===== src/rtl/core_fetch_pkg.sv =====
// Shared types for the instruction-fetch stage: IF/ID register layout and fetch FSM states.
package structures;

  typedef struct packed {
    logic [63:0] pc;
    logic [63:0] pc4;
    logic [31:0] inst;
    logic        valid;
  } IF_regs_t;

  typedef enum logic [1:0] {
    IDLE  = 2'd0,
    REQ   = 2'd1,
    DRAIN = 2'd2,
    HOLD  = 2'd3
  } fetch_state_t;

  localparam logic [63:0] PC_STEP = 64'd4;

  function automatic logic [63:0] word_align(input logic [63:0] a);
    return {a[63:2], 2'b00};
  endfunction

endpackage


===== src/rtl/core_fetch_perf.sv =====
// Fetch performance counters: words delivered vs. words thrown away.
module core_fetch_perf
(
  input  logic        clk,
  input  logic        reset,
  input  logic        i_inc_fetched,
  input  logic        i_inc_discarded,
  output logic [63:0] o_fetched,
  output logic [63:0] o_discarded
);

  logic [63:0] r_fetched;
  logic [63:0] r_discarded;

  always_ff @(posedge clk) begin
    if (reset) begin
      r_fetched   <= '0;
      r_discarded <= '0;
    end else begin
      if (i_inc_fetched)   r_fetched   <= r_fetched + 64'd1;
      if (i_inc_discarded) r_discarded <= r_discarded + 64'd1;
    end
  end

  assign o_fetched   = r_fetched;
  assign o_discarded = r_discarded;

endmodule


===== src/rtl/core_fetch.sv =====
// Instruction fetch stage: one outstanding imem request, flush drain and stall hold.
// Define CORE_FETCH_PERF_EN to add perf_fetched/perf_discarded counters.
module core_fetch
  import structures::*;
(
  input  logic        clk,
  input  logic        reset,
  input  logic [63:0] next_pc,
  input  logic        flush,
  input  logic        stall,
  output logic [63:0] pc4,
  output logic        imem_req,
  output logic [63:0] imem_addr,
  input  logic        imem_ack,
  input  logic [31:0] imem_rdata,
  output IF_regs_t    IF_regs,
  output logic        fetch_busy
`ifdef CORE_FETCH_PERF_EN
  ,
  output logic [63:0] perf_fetched,
  output logic [63:0] perf_discarded
`endif
);

  fetch_state_t r_state, w_state_nxt;
  logic [63:0]  r_pc, w_pc_nxt;
  logic [63:0]  r_drain_addr, w_drain_nxt;
  logic [31:0]  r_hold_inst, w_hold_nxt;
  IF_regs_t     r_if, w_if_nxt;
  logic [63:0]  w_pc4;

  assign w_pc4 = r_pc + PC_STEP;

  always_ff @(posedge clk) begin
    if (reset) begin
      r_state      <= IDLE;
      r_pc         <= '0;
      r_drain_addr <= '0;
      r_hold_inst  <= '0;
      r_if         <= '0;
    end else begin
      r_state      <= w_state_nxt;
      r_pc         <= w_pc_nxt;
      r_drain_addr <= w_drain_nxt;
      r_hold_inst  <= w_hold_nxt;
      r_if         <= w_if_nxt;
    end
  end

  always_comb begin
    w_state_nxt = r_state;
    w_pc_nxt    = r_pc;
    w_drain_nxt = r_drain_addr;
    w_hold_nxt  = r_hold_inst;
    w_if_nxt    = r_if;
    case (r_state)
      IDLE: begin
        // An ack here belongs to a request abandoned by reset; it is ignored.
        w_state_nxt = REQ;
        if (flush) w_pc_nxt = next_pc;
      end
      REQ: begin
        if (imem_ack) begin
          if (flush) begin
            w_if_nxt.valid = 1'b0;
            w_pc_nxt       = next_pc;
          end else if (stall) begin
            w_hold_nxt  = imem_rdata;
            w_state_nxt = HOLD;
          end else begin
            w_if_nxt = '{pc: r_pc, pc4: w_pc4, inst: imem_rdata, valid: 1'b1};
            w_pc_nxt = next_pc;
          end
        end else if (flush) begin
          w_drain_nxt    = r_pc;
          w_pc_nxt       = next_pc;
          w_if_nxt.valid = 1'b0;
          w_state_nxt    = DRAIN;
        end
      end
      DRAIN: begin
        if (flush) begin
          w_pc_nxt       = next_pc;
          w_if_nxt.valid = 1'b0;
        end
        if (imem_ack) w_state_nxt = REQ;
      end
      HOLD: begin
        if (flush) begin
          w_if_nxt.valid = 1'b0;
          w_pc_nxt       = next_pc;
          w_state_nxt    = REQ;
        end else if (!stall) begin
          w_if_nxt    = '{pc: r_pc, pc4: w_pc4, inst: r_hold_inst, valid: 1'b1};
          w_pc_nxt    = next_pc;
          w_state_nxt = REQ;
        end
      end
      default: w_state_nxt = IDLE;
    endcase
  end

  assign pc4        = w_pc4;
  assign imem_req   = (r_state == REQ) || (r_state == DRAIN);
  assign imem_addr  = word_align((r_state == DRAIN) ? r_drain_addr : r_pc);
  assign IF_regs    = r_if;
  assign fetch_busy = (r_state == DRAIN) || (r_state == HOLD);

`ifdef CORE_FETCH_PERF_EN
  logic w_inc_fetched, w_inc_discarded;

  assign w_inc_fetched   = (r_state == REQ) && imem_ack && !flush;
  assign w_inc_discarded = ((r_state == REQ) && imem_ack && flush) ||
                           ((r_state == DRAIN) && imem_ack) ||
                           ((r_state == HOLD) && flush);

  core_fetch_perf u_perf (
    .clk            (clk),
    .reset          (reset),
    .i_inc_fetched  (w_inc_fetched),
    .i_inc_discarded(w_inc_discarded),
    .o_fetched      (perf_fetched),
    .o_discarded    (perf_discarded)
  );
`endif

endmodule


===== config.mk =====
export PLATFORM = sky130hd
export DESIGN_NAME = core_fetch
export DESIGN_NICKNAME = d
export VERILOG_FILES = /design/src/rtl/core_fetch_pkg.sv /design/src/rtl/core_fetch_perf.sv /design/src/rtl/core_fetch.sv
export SDC_FILE = /design/constraint.sdc
export NUM_CORES = 1
export LEC_CHECK = 0
export CAP_MARGIN = 20
export CORE_UTILIZATION = 35
export DETAILED_ROUTE_END_ITERATION = 10
export HOLD_SLACK_MARGIN = 0.12
export MAX_ROUTING_LAYER = met4
export SYNTH_ARGS = -nofsm -noshare
export SYNTH_HDL_FRONTEND = slang
export SYNTH_HIERARCHICAL = 1
export SYNTH_SLANG_ARGS = --single-unit

===== constraint.sdc =====
create_clock -name clk -period 5.7 [get_ports clk]
set_clock_uncertainty 0.05 [all_clocks]
set_input_delay 1.71 -clock clk [delete_from_list [all_inputs] [get_ports clk]]
set_output_delay 1.71 -clock clk [all_outputs]
set_load 0.01 [all_outputs]

==> results.cfg, run 1 <==
[global_route]
grt-ovfl-total = 0
grt_pass1_wl_um = 73900
grt_use_total_pct = 23.3
grt_pass1_vias = 12565
grt_antenna_before_repair = 0
grt_max_degree = 136

[floorplan]
die_x_um = 205
num_io_pins = 392
initial_core_util_pct = 35.8
fp.dieH_um = 205
rows = 73

[cts]
cts-root-buf = clkbuf_16
cts_sinks = 319
cts-hold-fix-buffers = 0
clockBufferDepth = 3
cts_repair_resize_count = 0
htree_levels = 2
postCtsSetupRepairBufs = 0
cts-buffers-inserted = 38

[logic_synthesis]
ys_types = 57
synth-seq-cells = 319
postSynthCellCount = 1762
synth_warnings = 6
synth_edf_count = 0
seq_area_frac_synth_pct = 44.3
async_reset_ff_share_pct = 0
syn_area_per_cell_um2 = 8.18
netlist_area_um2 = 14400
synthFlopType = dfxtp_1

[run_status]
error_line = [ERROR DRT-0255] Maze Route cannot find path of net clk in worker of routeBox ( 193200 0 ) ( 204880 48300 ).
haltStage = detailed routing
status = stopped before the end

[timing]
worstEpCategory = top-level output
worst_endpoint = pc4[56]

[place]
portBuffers = 389
placed_area_um2 = 17900
place_congestion = 0.829
place_hpwl_um = 33000
-- logic make-up after synthesis --
| kind of cell | Yosys count | share of synthesized area [%] |
|---|---|---|
| other | 1 | 0.0260 |
| adder cells (fa/ha/maj) | 5 | 0.434 |
| XOR/XNOR | 46 | 2.80 |
| multiplexers | 85 | 6.36 |
| AO/OA/AOI/OAI | 351 | 15.0 |
| AND/OR/NAND/NOR | 699 | 21.1 |
| flip-flops | 319 | 44.3 |
| buffers and inverters | 256 | 9.88 |
-- metal layers --
metal and track usage, %:
met5 -, met4 8.12, met3 5.31, met2 36.2, met1 29.4
-- stage by stage --
step                instances  setup slack (ns)  hold WS [ns]  util [%]
global route             2534            0.0425         0.417      47.9
CTS                      2534            0.0512         0.401      47.8
detailed placement       2468             0.648         0.393      44.6
global placement         2468             0.711         0.388      44.6
floorplan                1763              1.59         0.383         -
-- cell usage after synthesis, drive strengths merged, types with 2 or more instances --
master,count,share of area (%)
nand2,369,9.6
dfxtp,319,44
nor2,188,4.9
a21oi,167,5.8
clkbuf,126,3.6
buf,108,5.6
a22oi,65,3.4
mux2,52,4.1
a211oi,38,2.0
mux2i,33,2.3
o21a,31,1.6
nand3,28,1.1
xnor2,27,1.6
nand4,26,1.2
o21ai,22,0.76
nor4,20,0.97
inv,19,0.50
xor2,19,1.2
nor3,15,0.52
and4,14,0.86
or3,11,0.48
a311oi,10,0.61
and3,9,0.40
or4,9,0.52
ha,5,0.43
o31ai,5,0.26
a31oi,4,0.17
o21bai,4,0.21
o22ai,3,0.13
or2,3,0.15
dlygate4sd1,2,0.12
nand4b,2,0.23
==> inputs of run 2 (changes only) <==
--- a/config.mk
+++ b/config.mk
@@ -6,10 +6,9 @@
 export NUM_CORES = 1
 export LEC_CHECK = 0
 export CAP_MARGIN = 20
-export CORE_UTILIZATION = 35
+export CORE_UTILIZATION = 20
 export DETAILED_ROUTE_END_ITERATION = 10
-export HOLD_SLACK_MARGIN = 0.12
-export MAX_ROUTING_LAYER = met4
+export PLACE_DENSITY_LB_ADDON = 0.15
 export SYNTH_ARGS = -nofsm -noshare
 export SYNTH_HDL_FRONTEND = slang
 export SYNTH_HIERARCHICAL = 1
==> run 2 against run 1 <==
The flow now finishes without violations. Synthesized area is the same. Synthesized cell count unchanged. Global-route usage decreased by 8.1 points.
==> results.cfg, run 2 <==
[run_status]
status = completed

[logic_synthesis]
synth_warnings = 6
synth_edf_count = 0
yosys.area_share.xor_xnor_pct = 2.80
synth_commonest_cells = nand2_1, dfxtp_1, nor2_1
synthSimpleGateAreaFrac_pct = 21.1
synth.most_common_cell = nand2_1
synthFlopType = dfxtp_1
synth-adder-area-share_pct = 0.434
postSynthCellCount = 1762
synthDominantCellAreaShare_pct = 44.3
netlist_area_um2 = 14400
ys_types = 57
synth.area.top_cells = dfxtp_1, nand2_1, a21oi_1
seq_area_frac_synth_pct = 44.3
muxShareOfSynthArea_pct = 6.36
syn_area_per_cell_um2 = 8.18
synth-seq-cells = 319
yosysTopAreaCell = dfxtp_1
synth_compound_area_share_pct = 15.0
async_reset_ff_share_pct = 0
synth_top_family_by_area = simple AND/OR/NAND/NOR gates

[floorplan]
die_x_um = 270
fp.dieH_um = 270
core_um2 = 71400
initial_core_util_pct = 20.2
die_area_um2 = 73100
num_io_pins = 392
rows = 98

[power_and_ir_drop]
power_mw = 6.22
p_seq_share_pct = 39.5
comb_power_share_pct = 16.7
powerDensity_nw_per_um2 = 312
p_int_mw = 4.50
clkPwrFrac_pct = 43.8
swShare_pct = 27.6
vdd_ir_drop_max_mv = 0.185
p_sw_mw = 1.72
leakagePower_nw = 6.70

[global_route]
grt-ovfl-total = 0
grt_pass1_vias = 12647
grt_pass1_wl_um = 84800
grt_max_degree = 134
grt_use_total_pct = 15.2
grt_antenna_before_repair = 3

[timing]
setup_slack_ns = 0.255
worst_hold_slack_ns = 0.401
setup_viol = 0
min_period_ns = 5.44
period_share_pct = 95.5
tightest_slew_ns = 1.00
relSlewSlack_pct = 33.1
fmax_mhz = 184
rsz0062_at_grt = no
drv_slew = 0
timing.setup.tns_ns = 0
hold_viol = 0

[routing]
first_iter_violations = 713
dr_total_vias = 13031
drc = 0
wirelength_um = 57200
drt.antenna.violating_nets = 0
drtPass1Iterations = 5
vias_per_cell = 4.39
avgRoutedWirePerCell_um = 19.3

[cts]
worstSkewPairLatency_ns = 0.56
postCtsSetupRepairBufs = 0
htree_levels = 2
clockBufferDepth = 3
clk_pin_slew_ns = 0.06
cts-buffers-inserted = 42
cts_tree = yes
cts_sinks = 319
cts-root-buf = clkbuf_16

[layout]
final_layout_size_suffix_gt1_share_pct = 8.23
layout.nets = 2097
design_area_um2 = 19900
area_growth_pct = 38.4
final_common_cell = clkdlybuf4s50_1
layout_common_cells = clkdlybuf4s50_1, nand2_1, dfxtp_1
largest_reg_flops = 159
fillCellCount = 7667

[place]
place_hpwl_um = 38900
place_congestion = 0.724
dp_slack_ns = 0.411
portBuffers = 389
placed_area_um2 = 18500

[run]
maxCapViolCount = 0

[setup_path]
crit_type = reg2out
crit_fanout = 9
startpoint_type = flop
worstPathRequired_ns = 3.94
crit_path_end_kind = output pin
arrival_ns = 3.68

[hold_path]
worst_hold_path_type = reg2reg
==> run 2: cell counts after synthesis <==
No cell type changed its count.
==> run 2: cell type report <==
cell class                      instances  area [um2]  share of cell area [%]
Antenna cell                            2        5.00                  0.0251
Inverter                               19        71.3                   0.358
Sequential cell                       319        6390                    32.0
Multi-Input combinational cell       1188        6680                    33.5
Timing Repair Buffer                  421        4210                    21.1
Clock inverter                          7         138                   0.691
Tap cell                              950        1190                    5.96
Clock buffer                           63        1250                    6.29
==> run 2: repair_timing <==
item,CTS,global route
endpoints found under the hold margin,0,0
hold buffers,0,0
setup endpoints to repair,2,4
resized for setup,1,2
pin swaps,0,0
==> run 2: per-stage QoR <==
step,std cells,utilization (%)
4_1_cts,2967,27.9
2_1_floorplan,1763,-
3_3_place_gp,2897,26.0
5_1_grt,2967,27.9
3_5_place_dp,2897,26.0
6_report,2969,27.9
==> run 2: per-layer routing <==
layer  GRT usage, %  share of wire, %
met4           3.58               1.6
met1           19.5                45
met2           24.6                46
met5              0             0.047
met3           4.62               7.2
==> run 2: cells by family after synthesis <==
logic type	after synthesis
AO/OA/AOI/OAI	351
AND/OR/NAND/NOR	699
XOR/XNOR	46
adder cells (fa/ha/maj)	5
flip-flops	319
buffers and inverters	256
multiplexers	85
other	1
==> run 2: critical path, cell delays in order (launching register included) <==
cell             delay [ns]
dfxtp_1                0.53
nand4_2                0.25
or4_1                  0.60
buf_4                  0.22
or4_1                  0.46
or3_1                  0.35
nand2_1                0.11
clkdlybuf4s50_1        0.61
==> run 2: power by group through the flow <==
stage                     logic [mW]  registers, mW  clock network (mW)
after floorplan                0.611           2.45                   0
after global placement          1.06           2.50                   0
after detailed placement        1.06           2.50                   0
after CTS                       1.06           2.46                2.84
after global routing            1.12           2.48                2.92
final                           1.04           2.46                2.72
==> run 2: worst paths after layout <==
| kind | from | slack [ns] | cells past startpoint | end |
|---|---|---|---|---|
| max | r_pc[24]$_SDFF_PP0_ | 0.26 | 7 | pc4[33] |
| min | r_drain_addr[37]$_SDFFE_PP0P_ | 0.40 | 2 | r_drain_addr[37]$_SDFFE_PP0P_ |
| max reg2reg | r_state[1]$_SDFFE_PP0P_ | 2.56 | 8 | r_pc[47]$_SDFF_PP0_ |
| min reg2reg | r_drain_addr[37]$_SDFFE_PP0P_ | 0.40 | 2 | r_drain_addr[37]$_SDFFE_PP0P_ |
Power figures use the tool's default switching activity.
==> inputs of run 3 (changes only) <==
--- a/config.mk
+++ b/config.mk
@@ -5,10 +5,12 @@
 export SDC_FILE = /design/constraint.sdc
 export NUM_CORES = 1
 export LEC_CHECK = 0
+export ABC_CLOCK_PERIOD_IN_PS = 5700
 export CAP_MARGIN = 20
+export CORE_ASPECT_RATIO = 0.7
 export CORE_UTILIZATION = 20
 export DETAILED_ROUTE_END_ITERATION = 10
-export PLACE_DENSITY_LB_ADDON = 0.15
+export PLACE_DENSITY = 0.49
 export SYNTH_ARGS = -nofsm -noshare
 export SYNTH_HDL_FRONTEND = slang
 export SYNTH_HIERARCHICAL = 1
==> run 3 against run 2 <==
Critical path depth shrank 2. Final area shrank 0.92%. Cell count is essentially flat. Clock-buffer cell count shrank 13. Core utilization grew 0.068 points. Sequential power is essentially flat. Combinational power is essentially flat. Clock power shrank 10%. First-iteration DRC count grew 29%. Non-clock buffer count grew 5. Setup slack lost 0.088 ns. Die area is essentially flat. Critical path type unchanged. Critical endpoint is now pc4[53].
==> results.cfg, run 3 (same netlist as run 2, synthesis figures left out) <==
[run_status]
status = completed

[floorplan]
core_um2 = 70500
rows = 81
die_x_um = 323
fp.dieH_um = 227
num_io_pins = 392
initial_core_util_pct = 20.4
die_area_um2 = 73100

[power_and_ir_drop]
leakagePower_nw = 6.62
powerDensity_nw_per_um2 = 301
clkPwrFrac_pct = 41.0
swShare_pct = 28.8
p_sw_mw = 1.71
comb_power_share_pct = 17.7
p_int_mw = 4.24
p_seq_share_pct = 41.3
vdd_ir_drop_max_mv = 0.166

[place]
place_hpwl_um = 40300
place_congestion = 0.789
placed_area_um2 = 18500
portBuffers = 389
dp_slack_ns = 0.631

[cts]
cts_sinks = 319
cts-buffers-inserted = 37
clk_pin_slew_ns = 0.06
cts_tree = yes
cts-root-buf = clkbuf_16
clockBufferDepth = 3
htree_levels = 2
worstSkewPairLatency_ns = 0.55

[run]
maxCapViolCount = 0

[hold_path]
worst_hold_path_type = reg2reg

[setup_path]
cp-startpoint = r_pc[10]$_SDFF_PP0_
worstPathRequired_ns = 3.94
startpoint_type = flop
crit_path_end_kind = output pin
crit_end = pc4[53]
r2r-start = r_state[0]$_SDFFE_PP0P_
r2r_end = IF_regs[89]$_SDFFE_PP0P_
crit_fanout = 9
rrSetupSlack_ns = 2.73
rr_worst_depth = 7
crit_type = reg2out
arrival_ns = 3.77

[routing]
dr_total_vias = 13200
vias_per_cell = 4.44
drt.antenna.violating_nets = 0
avgRoutedWirePerCell_um = 19.7
drc = 0
first_iter_violations = 921
drtPass1Iterations = 5
wirelength_um = 58400

[global_route]
grt_pass1_wl_um = 85400
grt_use_total_pct = 15.6
grt_pass1_vias = 12695
grt_max_degree = 128
grt-ovfl-total = 0
grt_antenna_before_repair = 5

[timing]
timing.setup.tns_ns = 0
hold_viol = 0
tightest_slew_ns = 0.991
setup_slack_ns = 0.167
setup_viol = 0
rsz0062_at_grt = no
relSlewSlack_pct = 33.9
min_period_ns = 5.53
drv_slew = 0
period_share_pct = 97.1
fmax_mhz = 181

[layout]
fin_util_pct = 28.0
layout_common_cells = clkdlybuf4s50_1, nand2_1, dfxtp_1
design_area_um2 = 19700
layout.nets = 2097
multi_input_area_um2 = 6660
seqCellArea_um2 = 6390
area_growth_pct = 37.1
final_layout_size_suffix_gt1_share_pct = 8.24
final_common_cell = clkdlybuf4s50_1
fillCellCount = 7547
largest_reg_flops = 159
run 3: cell type report:
class	instances	share of cell area, %
inverters	19	0.361
diodes	2	0.0253
well taps	954	6.04
clock buffers	50	5.30
flip-flops and latches	319	32.3
clock inverters	13	0.786
repair buffers	426	21.4
multi-input cells	1188	33.7
run 3: worst min-delay path by stage:
stage	from	end	slack (ns)	cells after the start
detailed placement	r_drain_addr[34]$_SDFFE_PP0P_	r_drain_addr[34]$_SDFFE_PP0P_	0.39	2
CTS	r_drain_addr[34]$_SDFFE_PP0P_	r_drain_addr[34]$_SDFFE_PP0P_	0.40	2
global route	r_drain_addr[41]$_SDFFE_PP0P_	r_drain_addr[41]$_SDFFE_PP0P_	0.42	2
finish	r_hold_inst[19]$_SDFFE_PP0P_	r_hold_inst[19]$_SDFFE_PP0P_	0.40	2
global placement	r_drain_addr[10]$_SDFFE_PP0P_	r_drain_addr[10]$_SDFFE_PP0P_	0.39	2
floorplan	r_drain_addr[10]$_SDFFE_PP0P_	r_drain_addr[10]$_SDFFE_PP0P_	0.38	2
run 3: metrics by stage:
stage,std cells,power [mW],hold WS [ns]
6_report,2971,5.95,0.402
5_1_grt,2970,6.23,0.417
4_1_cts,2968,6.06,0.402
3_5_place_dp,2905,3.57,0.394
3_3_place_gp,2905,3.56,0.389
2_1_floorplan,1763,3.06,0.383
run 3: layer usage:
metal	wire [um]	up-vias	track usage (%)
met5	37	-	0
met4	1100	6	4.08
met3	4080	73	4.26
met2	26300	377	24.5
met1	26900	6381	20.9
li1	-	6363	-
run 3: power groups by stage:
stage,Combinational (mW),Clock [mW],Sequential (mW)
4_1_cts,1.07,2.53,2.46
5_1_grt,1.13,2.62,2.48
2_1_floorplan,0.611,0,2.45
3_5_place_dp,1.06,0,2.51
3_3_place_gp,1.06,0,2.50
6_report,1.05,2.44,2.46
run 3: worst max-delay path, stage by stage, from the launching register on:
cell and delay [ns]:
dfxtp_1 0.52, and4_1 0.37, nand4_1 0.67, nor4_1 0.67
xor2_1 0.36, clkdlybuf4s50_1 0.61
run 3: repair_timing:
item                                    in CTS  in global routing
setup buffers                                0                  1
pin swaps                                    0                  1
gates resized for setup                      1                  1
hold buffers                                 0                  0
endpoints found under the setup margin       1                  3
==> inputs of run 4 (changes only) <==
--- a/config.mk
+++ b/config.mk
@@ -5,10 +5,11 @@
 export SDC_FILE = /design/constraint.sdc
 export NUM_CORES = 1
 export LEC_CHECK = 0
-export ABC_CLOCK_PERIOD_IN_PS = 5700
+export ABC_CLOCK_PERIOD_IN_PS = 6450
 export CAP_MARGIN = 20
 export CORE_ASPECT_RATIO = 0.7
 export CORE_UTILIZATION = 20
+export CTS_CLUSTER_SIZE = 8
 export DETAILED_ROUTE_END_ITERATION = 10
 export PLACE_DENSITY = 0.49
 export SYNTH_ARGS = -nofsm -noshare
==> constraint.sdc (replaced) <==
create_clock -name clk -period 6.45 [get_ports clk]
set_clock_uncertainty 0.05 [all_clocks]
set_input_delay 1.935 -clock clk [delete_from_list [all_inputs] [get_ports clk]]
set_output_delay 1.935 -clock clk [all_outputs]
set_load 0.01 [all_outputs]
==> run 4 against run 3 <==
Sequential cell count unchanged. Non-clock buffer count down 11. Sequential share of layout area up 0.12 points. Cell count fell by 0.74%. Core utilization fell by 0.10 points. Routed wire length decreased by 0.88%. First-iteration DRC count rose by 2.5%. Global-route usage shrank 0.16 points. Clock-buffer cell count is 3 higher. Clock power down 9.4%. Critical path type unchanged. Critical endpoint is now pc4[42]. Hold slack lost 0.00093 ns.
==> results.cfg, run 4 (same netlist as run 2, synthesis figures left out) <==
[power_and_ir_drop]
comb_power_share_pct = 17.2
p_int_mw = 3.80
powerDensity_nw_per_um2 = 270
vdd_ir_drop_max_mv = 0.141
swShare_pct = 28.4
p_sw_mw = 1.51
leakagePower_nw = 6.59
clkPwrFrac_pct = 41.7
p_seq_share_pct = 41.1

[setup_path]
arrival_ns = 4.00
crit_fanout = 8
critPathMaxStageDelay_ns = 0.82
startpoint_type = flop
crit_path_top_delay_cell = or4_1
worstPathRequired_ns = 4.47
crit_type = reg2out
cp_top_family = simple AND/OR/NAND/NOR gates
path_buf_inv = 1
crit_path_end_kind = output pin
rrSetupSlack_ns = 3.26
worstPathCellList = ha_1 -> nand3_1 -> or4_1 -> or2_4 -> or4_4 -> nand2_1 -> clkdlybuf4s50_1

[timing]
fmax_mhz = 167
min_period_ns = 5.99
timing.setup.tns_ns = 0
setup_viol = 0
hold_viol = 0
tightest_slew_ns = 1.09
period_share_pct = 92.8
drv_slew = 0
rsz0062_at_grt = no
relSlewSlack_pct = 27.4

[cts]
cts_sinks = 319
cts_repair_resize_count = 0
htree_levels = 2
postCtsSetupRepairBufs = 0
cts-root-buf = clkbuf_16
worstSkewPairLatency_ns = 0.56
clk_pin_slew_ns = 0.05
cts-hold-fix-buffers = 0
cts_tree = yes
cts-buffers-inserted = 46
clockBufferDepth = 3

[layout]
fillCellCount = 7562
final_common_cell = clkdlybuf4s50_1
final_layout_size_suffix_gt1_share_pct = 7.47
n_antenna_cell = 0
fin_util_pct = 27.9
largest_reg_flops = 159
area_growth_pct = 36.6
layout_common_cells = clkdlybuf4s50_1, nand2_1, dfxtp_1
layout.nets = 2095

[routing]
first_iter_violations = 944
avgRoutedWirePerCell_um = 19.6
vias_per_cell = 4.46
drc = 0
drtPass1Iterations = 5
wirelength_um = 57900
drt.antenna.violating_nets = 0
dr_total_vias = 13153

[global_route]
grt_pass1_vias = 12650
grt_use_total_pct = 15.4
grt_pass1_wl_um = 84700
grt_max_degree = 126
grt-ovfl-total = 0
grt_antenna_before_repair = 4

[hold_path]
worst_hold_path_type = reg2reg

[floorplan]
die_area_um2 = 73100
core_um2 = 70500
die_x_um = 323
fp.dieH_um = 227
initial_core_util_pct = 20.4
num_io_pins = 392
rows = 81

[place]
place_hpwl_um = 40700
place_congestion = 0.815
portBuffers = 389

[run_status]
status = completed

[run]
maxCapViolCount = 0
==> run 4: cell count changes in the layout (fill, tap and decap cells not counted), sizes merged <==
cell,delta
buf,-11
bufinv,-3
clkbuf,+3
clkinv,-5
clkinvlp,-3
diode,-2
inv,-1
==> run 4: per-layer routing <==
| metal | part of all wire, % | GRT usage, % | up-vias | wire length, um |
|---|---|---|---|---|
| met3 | 7.5 | 4.55 | 68 | 4330 |
| li1 | - | - | 6339 | - |
| met1 | 46 | 20.9 | 6354 | 26700 |
| met4 | 1.9 | 3.85 | 6 | 1090 |
| met5 | 0.059 | 0 | - | 34 |
| met2 | 45 | 23.8 | 386 | 25800 |
==> run 4: metrics by stage <==
step                      area [um2]  setup WS (ns)  total power [mW]  hold WS [ns]  cells
final                          19700          0.464              5.31         0.401   2949
after global routing           19700          0.306              5.55         0.415   2949
after CTS                      19700          0.435              5.40         0.402   2949
after detailed placement       18400           1.07              3.15         0.394   2895
after global placement         18400           1.18              3.14         0.388   2895
after floorplan                14400           2.12              2.70         0.383   1763
==> run 4: path summary, 6_finish.rpt <==
kind,startpoint,cells past startpoint,to
max,r_pc[2]$_SDFF_PP0_,7,pc4[42]
min,r_drain_addr[4]$_SDFFE_PP0P_,2,r_drain_addr[4]$_SDFFE_PP0P_
max reg2reg,r_state[1]$_SDFFE_PP0P_,8,IF_regs[35]$_SDFFE_PP0P_
min reg2reg,r_drain_addr[4]$_SDFFE_PP0P_,2,r_drain_addr[4]$_SDFFE_PP0P_
==> run 4: worst reg2reg max path, cell delays in order, from the launching register on <==
cell     delay, ns
dfxtp_1       0.39
ha_2          0.19
buf_4         0.53
mux2i_1       0.34
nor3_2        0.28
buf_4         0.77
nand2_1       0.34
o21ai_0       0.12
nor2_1        0.06
==> run 4: final cells by class <==
type	instances	area [um2]	area share, %
Inverter	19	71.3	0.362
Clock buffer	53	1230	6.24
Tap cell	954	1190	6.07
Multi-Input combinational cell	1188	6660	33.8
Clock inverter	1	8.76	0.0445
Sequential cell	319	6390	32.5
Timing Repair Buffer	415	4130	21.0
==> run 4: power groups by stage <==
stage / registers, mW / logic [mW] / clock network (mW)
2_1_floorplan: 2.16 / 0.540 / 0
3_3_place_gp: 2.21 / 0.923 / 0
3_5_place_dp: 2.22 / 0.925 / 0
4_1_cts: 2.18 / 0.931 / 2.29
5_1_grt: 2.20 / 0.985 / 2.36
6_report: 2.18 / 0.913 / 2.21
